**config.mk**
```make
export PLATFORM = sky130hd
export DESIGN_NAME = prog_mem_arbiter
export DESIGN_NICKNAME = d
export VERILOG_FILES = /design/src/rtl/prog_mem_arb_pkg.sv /design/src/rtl/prog_mem_arb_grant.sv /design/src/rtl/prog_mem_arbiter.sv
export SDC_FILE = /design/constraint.sdc
export NUM_CORES = 1
export LEC_CHECK = 0
export ABC_AREA = 1
export BUFFER_PORTS_ARGS = -buffer_cell sky130_fd_sc_hd__buf_2
export CAP_MARGIN = 20
export CORE_AREA = 3 3 106 108
export DETAILED_ROUTE_END_ITERATION = 16
export DIE_AREA = 0 0 109 111
export MAX_ROUTING_LAYER = met4
export PLACE_DENSITY_LB_ADDON = 0.15
export SLEW_MARGIN = 25
export SYNTH_ARGS = -nofsm -noshare
export SYNTH_HDL_FRONTEND = slang
export SYNTH_SLANG_ARGS = --single-unit
```
**constraint.sdc**
```tcl
create_clock -name clk -period 4.7 [get_ports clk]
set_input_delay 0.94 -clock clk [delete_from_list [all_inputs] [get_ports clk]]
set_output_delay 0.94 -clock clk [all_outputs]
set_load 0.1 [all_outputs]
```
**src/rtl/prog_mem_arb_pkg.sv**
```systemverilog
// Shared types and constants for the program/data memory arbiter.
//   state_t      : arbiter FSM states (IDLE, IF_RSP, D_RSP)
//   PORT_IF/D    : port identifiers used by the last-grant register
//   WORD_OFS_W   : number of byte-offset bits below the word index
//   addr_bad()   : misaligned or out-of-range check for a byte address
package prog_mem_arb_pkg;

    typedef enum logic [1:0] {
        IDLE   = 2'd0,
        IF_RSP = 2'd1,
        D_RSP  = 2'd2
    } state_t;

    localparam logic PORT_IF = 1'b0;
    localparam logic PORT_D  = 1'b1;

    localparam int unsigned WORD_OFS_W = 2;

    function automatic logic addr_bad(input logic [31:0] addr, input int unsigned words);
        return (addr[WORD_OFS_W-1:0] != '0) || (32'(addr[31:WORD_OFS_W]) >= words);
    endfunction

endpackage

```
**src/rtl/prog_mem_arb_grant.sv**
```systemverilog
// Two-way grant logic for the fetch and data ports.
// Optional feature macro: ARB_RR_EN
//   defined   : round-robin on contention, the port not granted last wins;
//               last-grant register resets to fetch and updates on every grant.
//   undefined : fixed priority, the data port wins contention.
// Ports:
//   clk, rst        clock, asynchronous active-high reset
//   req_if, req_d   qualified requests (already gated by IDLE state)
//   gnt_if, gnt_d   one-hot (or zero) grant
module prog_mem_arb_grant
    import prog_mem_arb_pkg::*;
(
    input  logic clk,
    input  logic rst,
    input  logic req_if,
    input  logic req_d,
    output logic gnt_if,
    output logic gnt_d
);

`ifdef ARB_RR_EN
    logic last;

    // Every grant is an accept, since requests only reach here in IDLE.
    always_ff @(posedge clk or posedge rst) begin
        if (rst) begin
            last <= PORT_IF;
        end else if (gnt_if || gnt_d) begin
            last <= gnt_d ? PORT_D : PORT_IF;
        end
    end

    always_comb begin
        gnt_if = 1'b0;
        gnt_d  = 1'b0;
        if (req_if && req_d) begin
            if (last == PORT_IF) begin
                gnt_d = 1'b1;
            end else begin
                gnt_if = 1'b1;
            end
        end else begin
            gnt_if = req_if;
            gnt_d  = req_d;
        end
    end
`else
    logic unused;
    assign unused = ^{clk, rst};

    always_comb begin
        gnt_d  = req_d;
        gnt_if = req_if & ~req_d;
    end
`endif

endmodule

```
**src/rtl/prog_mem_arbiter.sv**
```systemverilog
// Arbiter/sequencer sharing one combinational-read word memory between the
// core's instruction-fetch port and load/store port. One transaction in
// flight; responses are registered and held until consumed.
// Optional feature macro: ARB_RR_EN (round-robin instead of data priority).
// Ports:
//   clk, rst                       clock, asynchronous active-high reset
//   if_req_valid/ready, if_addr    fetch request
//   if_rsp_valid/ready, if_rdata, if_rsp_err   fetch response
//   d_req_valid/ready, d_addr, d_we, d_wdata, d_wstrb   data request
//   d_rsp_valid/ready, d_rdata, d_rsp_err              data response
//   mem_addr, mem_we, mem_wdata, mem_wstrb, mem_rdata  memory side
module prog_mem_arbiter
    import prog_mem_arb_pkg::*;
#(
    parameter int unsigned MEM_WORDS = 256
) (
    input  logic        clk,
    input  logic        rst,
    input  logic        if_req_valid,
    output logic        if_req_ready,
    input  logic [31:0] if_addr,
    output logic        if_rsp_valid,
    input  logic        if_rsp_ready,
    output logic [31:0] if_rdata,
    output logic        if_rsp_err,
    input  logic        d_req_valid,
    output logic        d_req_ready,
    input  logic [31:0] d_addr,
    input  logic        d_we,
    input  logic [31:0] d_wdata,
    input  logic [3:0]  d_wstrb,
    output logic        d_rsp_valid,
    input  logic        d_rsp_ready,
    output logic [31:0] d_rdata,
    output logic        d_rsp_err,
    output logic [31:0] mem_addr,
    output logic        mem_we,
    output logic [31:0] mem_wdata,
    output logic [3:0]  mem_wstrb,
    input  logic [31:0] mem_rdata
);

    state_t      state, state_nx;
    logic        req_if, req_d;
    logic        gnt_if, gnt_d;
    logic        sel_bad;
    logic [31:0] if_rdata_q, d_rdata_q;
    logic        if_err_q, d_err_q;

    // Gating with rst keeps grants, and therefore mem_we, low the moment
    // reset rises rather than waiting for the state register to clear.
    assign req_if = if_req_valid & (state == IDLE) & ~rst;
    assign req_d  = d_req_valid  & (state == IDLE) & ~rst;

    prog_mem_arb_grant u_grant (
        .clk    (clk),
        .rst    (rst),
        .req_if (req_if),
        .req_d  (req_d),
        .gnt_if (gnt_if),
        .gnt_d  (gnt_d)
    );

    assign if_req_ready = gnt_if;
    assign d_req_ready  = gnt_d;

    // Fetch address is the default drive when data is not granted.
    assign mem_addr = gnt_d ? d_addr : if_addr;
    assign sel_bad  = addr_bad(mem_addr, MEM_WORDS);

    always_comb begin
        mem_we    = 1'b0;
        mem_wdata = '0;
        mem_wstrb = '0;
        if (gnt_d && d_we && !sel_bad) begin
            mem_we    = 1'b1;
            mem_wdata = d_wdata;
            mem_wstrb = d_wstrb;
        end
    end

    always_comb begin
        state_nx = state;
        case (state)
            IDLE: begin
                if (gnt_d) begin
                    state_nx = D_RSP;
                end else if (gnt_if) begin
                    state_nx = IF_RSP;
                end
            end
            IF_RSP: if (if_rsp_ready) state_nx = IDLE;
            D_RSP:  if (d_rsp_ready)  state_nx = IDLE;
            default: state_nx = IDLE;
        endcase
    end

    always_ff @(posedge clk or posedge rst) begin
        if (rst) begin
            state      <= IDLE;
            if_rdata_q <= '0;
            if_err_q   <= 1'b0;
            d_rdata_q  <= '0;
            d_err_q    <= 1'b0;
        end else begin
            state <= state_nx;
            if (gnt_if) begin
                if_rdata_q <= sel_bad ? '0 : mem_rdata;
                if_err_q   <= sel_bad;
            end
            if (gnt_d) begin
                d_rdata_q <= (sel_bad || d_we) ? '0 : mem_rdata;
                d_err_q   <= sel_bad;
            end
        end
    end

    assign if_rsp_valid = (state == IF_RSP);
    assign d_rsp_valid  = (state == D_RSP);
    assign if_rdata     = if_rdata_q;
    assign if_rsp_err   = if_err_q;
    assign d_rdata      = d_rdata_q;
    assign d_rsp_err    = d_err_q;

endmodule

```
==> impl_results.md <==
- Die area: ~12,000 sq um
- Distinct cells, synth: 23
- Final wirelength: between 15,000 and 20,000 um
- CP max FO: 40
- Final min period: ~4.1 ns
- Final instance area: 6760 sq um
- Gr ovfl total: 0
- Worst slack, placed: between 0.5 and 0.6 ns
- Hold_buf cts: 0
- Top Ports: approximately 280
- Setup Crit Path Kind: in -> out
- Skew final: 0.00322 ns
- Antenna violations before repair: 0
- GPL Wtd Cong: ~0.95
- Largest net degree at the start of global routing: 70
- Seq/Total Area, Yosys: between 40% and 50%
- Site Rows: 37
- Initial drt markers: between 500 and 600
- Number of global-route vias before repair: between 4,000 and 5,000
- Top cell type's share of synthesized area: 41.6%
- CTS tree: yes
- Outcome: finished, final reports clean
- Final period util: between 80% and 90%
- DP Area: approximately 6600 sq um
- Slew Limit Fails: 0
- Worst path buffer plus inverter count: 3
- Post-route setup slack: 0.589 ns
- # fillers: 914
- N_diodes: 0
- Gr usage total: 26.4%
- Post-CTS Setup Inserts: 0
- Mean area per synthesized cell: around 6.7 sq um
- Fmax: 0.243 GHz
- Worst-path cell chain: buf_2 -> nor2_4 -> nand2_2 -> nand2_1 -> nand2_2 -> nor2_1 -> nand2_1 -> nor2_4 -> nand4_4 -> buf_12 -> nor2_4 -> buf_12
- Largest cells by area after synthesis: dfrtp_1 42%, nand2_1 21%, inv_1 10%, nand4_1 5.2%, nor2_1 4.7%
- Sink Count: 68
- Hold/Removal Path Class: reg -> reg
- Power Density: 232 nW/um^2
- DRT antenna net count: 0
- Finish-stage setup viols: 0
- Critical path endpoint category: primary output
- CP Data Required Time: approximately 3.8 ns
- RSZ-0062 raised after global routing: false
- Most frequent CP cell: nor2_4
- Core Area: just over 10,000 sq um
- Worst-Margin Slew: ~0.9 ns
- CP delay by family, top: simple AND/OR/NAND/NOR gates
- DIE HEIGHT: ~110 um
- Syn nets: 752
- Max_cap viols: 0
- Post-Synthesis Cells: 613
- # DRC: 0
- Max Root-Sink Buffers: 2
- VDD IR max: about 0.18 mV
- DRT Pass-1 Iters: 5
- PortBufs: ~280
- Layout cell share with drive strength beyond 1: just over 40%
- Initial cell density of the core: just under 40%
- CTS Buf Count: 9
- Commonest non-fill, non-tap cell in the layout: nand2_1
- Delay of the slowest cell on the worst path: 0.44 ns
- Power Total: 1.57 mW
- Detailed Place HPWL: between 10,000 and 15,000 um
- Die Span X: ~110 um
- Setup TNS: 0 ns
- Count of final hold-check violations: 0
- First-pass GRT wire length: approximately 24,000 um
- Startpoint types: input pin
- Worst-Skew Late Latency: between 0.3 and 0.4 ns
- Most frequent cells in the layout: 223 x nand2_1, 222 x buf_2, 110 x inv_1
- Nets: 1,014
- Wire per inst: 15.6 um
- Via Count: 4,751
- Yosys warnings: 0
- Worst path slowest cell: nand2_2
- Synth Cell Area: 4090 sq um
- Leakage: just under 4 nW
- Via density per instance: approximately 4.7
- Smallest hold slack: between 0.4 and 0.5 ns
- Crit path arrival time: between 3 and 4 ns
- Clk slew on worst S/H paths: roughly 0.070 ns
- Root buffer cell: clkbuf_8
- H-tree Lvls: 3
- FF+latch count, synth: between 60 and 70
- Largest area contributor in the netlist: dfrtp_1
- PostCTS Resize Cnt: 0
- Relative slew slack: about two fifths
- P&R area growth vs syn: 65.4%
==> synthesized netlist by cell type <==
master      n
o21ai_1    10
clkbuf_1   12
inv_1     110
buf_4       1
o21ai_2     1
dfrtp_1    68
a31oi_1     2
nand4_4     1
nand3b_1    5
nand4_1    34
buf_1       6
o31ai_1     2
buf_2      12
nand3_1     1
nor2_4      5
clkinv_1    1
nor2_2     29
nand2_1   231
nand2_2     1
o21ai_0    21
nor2_1     51
inv_2       5
buf_6       4
==> layer usage <==
metal | wire length, um | track usage (%) | up-vias | share of wire [%]
li1 | - | - | 2344 | -
met4 | 459 | 9.60 | 0 | 2.9
met5 | 0 | - | - | 0
met3 | 1360 | 6.64 | 27 | 8.6
met1 | 6010 | 30.8 | 2175 | 38
met2 | 8020 | 43.7 | 205 | 51
==> tightest hold or removal path, stage by stage, from the launching register on <==
cell	delay [ns]
dfrtp_1	0.34
nand2_1	0.05
nand2_1	0.05
==> flip-flops by register name (all words and copies together) (netlist names) <==
signal	count
state	2
d_rdata	32
if_rsp_err	1
if_rdata	32
d_rsp_err	1
==> worst paths after layout <==
path	slack, ns	depth (start not counted)	start	to
worst max register to register	1.64	10	state[1]$_DFFE_PP0P_	if_rdata[12]$_DFFE_PP0P_
worst min register to register	0.47	2	d_rdata[7]$_DFFE_PP0N_	d_rdata[7]$_DFFE_PP0N_
worst max-delay path	0.59	12	rst	mem_wdata[8]
min in group asynchronous	0.91	3	rst	state[0]$_DFFE_PP0P_
worst min-delay path	0.47	2	d_rdata[7]$_DFFE_PP0N_	d_rdata[7]$_DFFE_PP0N_
max in group asynchronous	3.23	3	rst	if_rdata[11]$_DFFE_PP0P_
==> layout make-up <==
cell class | instances | area, sq um | area share [%]
Tap cell | 136 | 170 | 2.52
Clock inverter | 2 | 10.0 | 0.148
Inverter | 116 | 438 | 6.48
Clock buffer | 13 | 159 | 2.35
Multi-Input combinational cell | 394 | 1990 | 29.4
Timing Repair Buffer | 286 | 2290 | 33.9
Sequential cell | 68 | 1700 | 25.2
==> report_power, final <==
part | internal (mW) | switching, mW
sequential | 0.587 | 0.00358
clock | 0.216 | 0.207
combinational | 0.150 | 0.408
==> cell families after synthesis <==
kind of cell	synth area share [%]
AO/OA/AOI/OAI	4.68
AND/OR/NAND/NOR	38.6
buffers and inverters	15.1
flip-flops	41.6
==> metrics by stage <==
step,std cells,utilization (%)
4_1_cts,1015,65.4
2_1_floorplan,613,-
6_report,1015,65.5
3_3_place_gp,1000,63.8
5_1_grt,1015,65.5
3_5_place_dp,1000,63.8
Power figures use the tool's default switching activity.
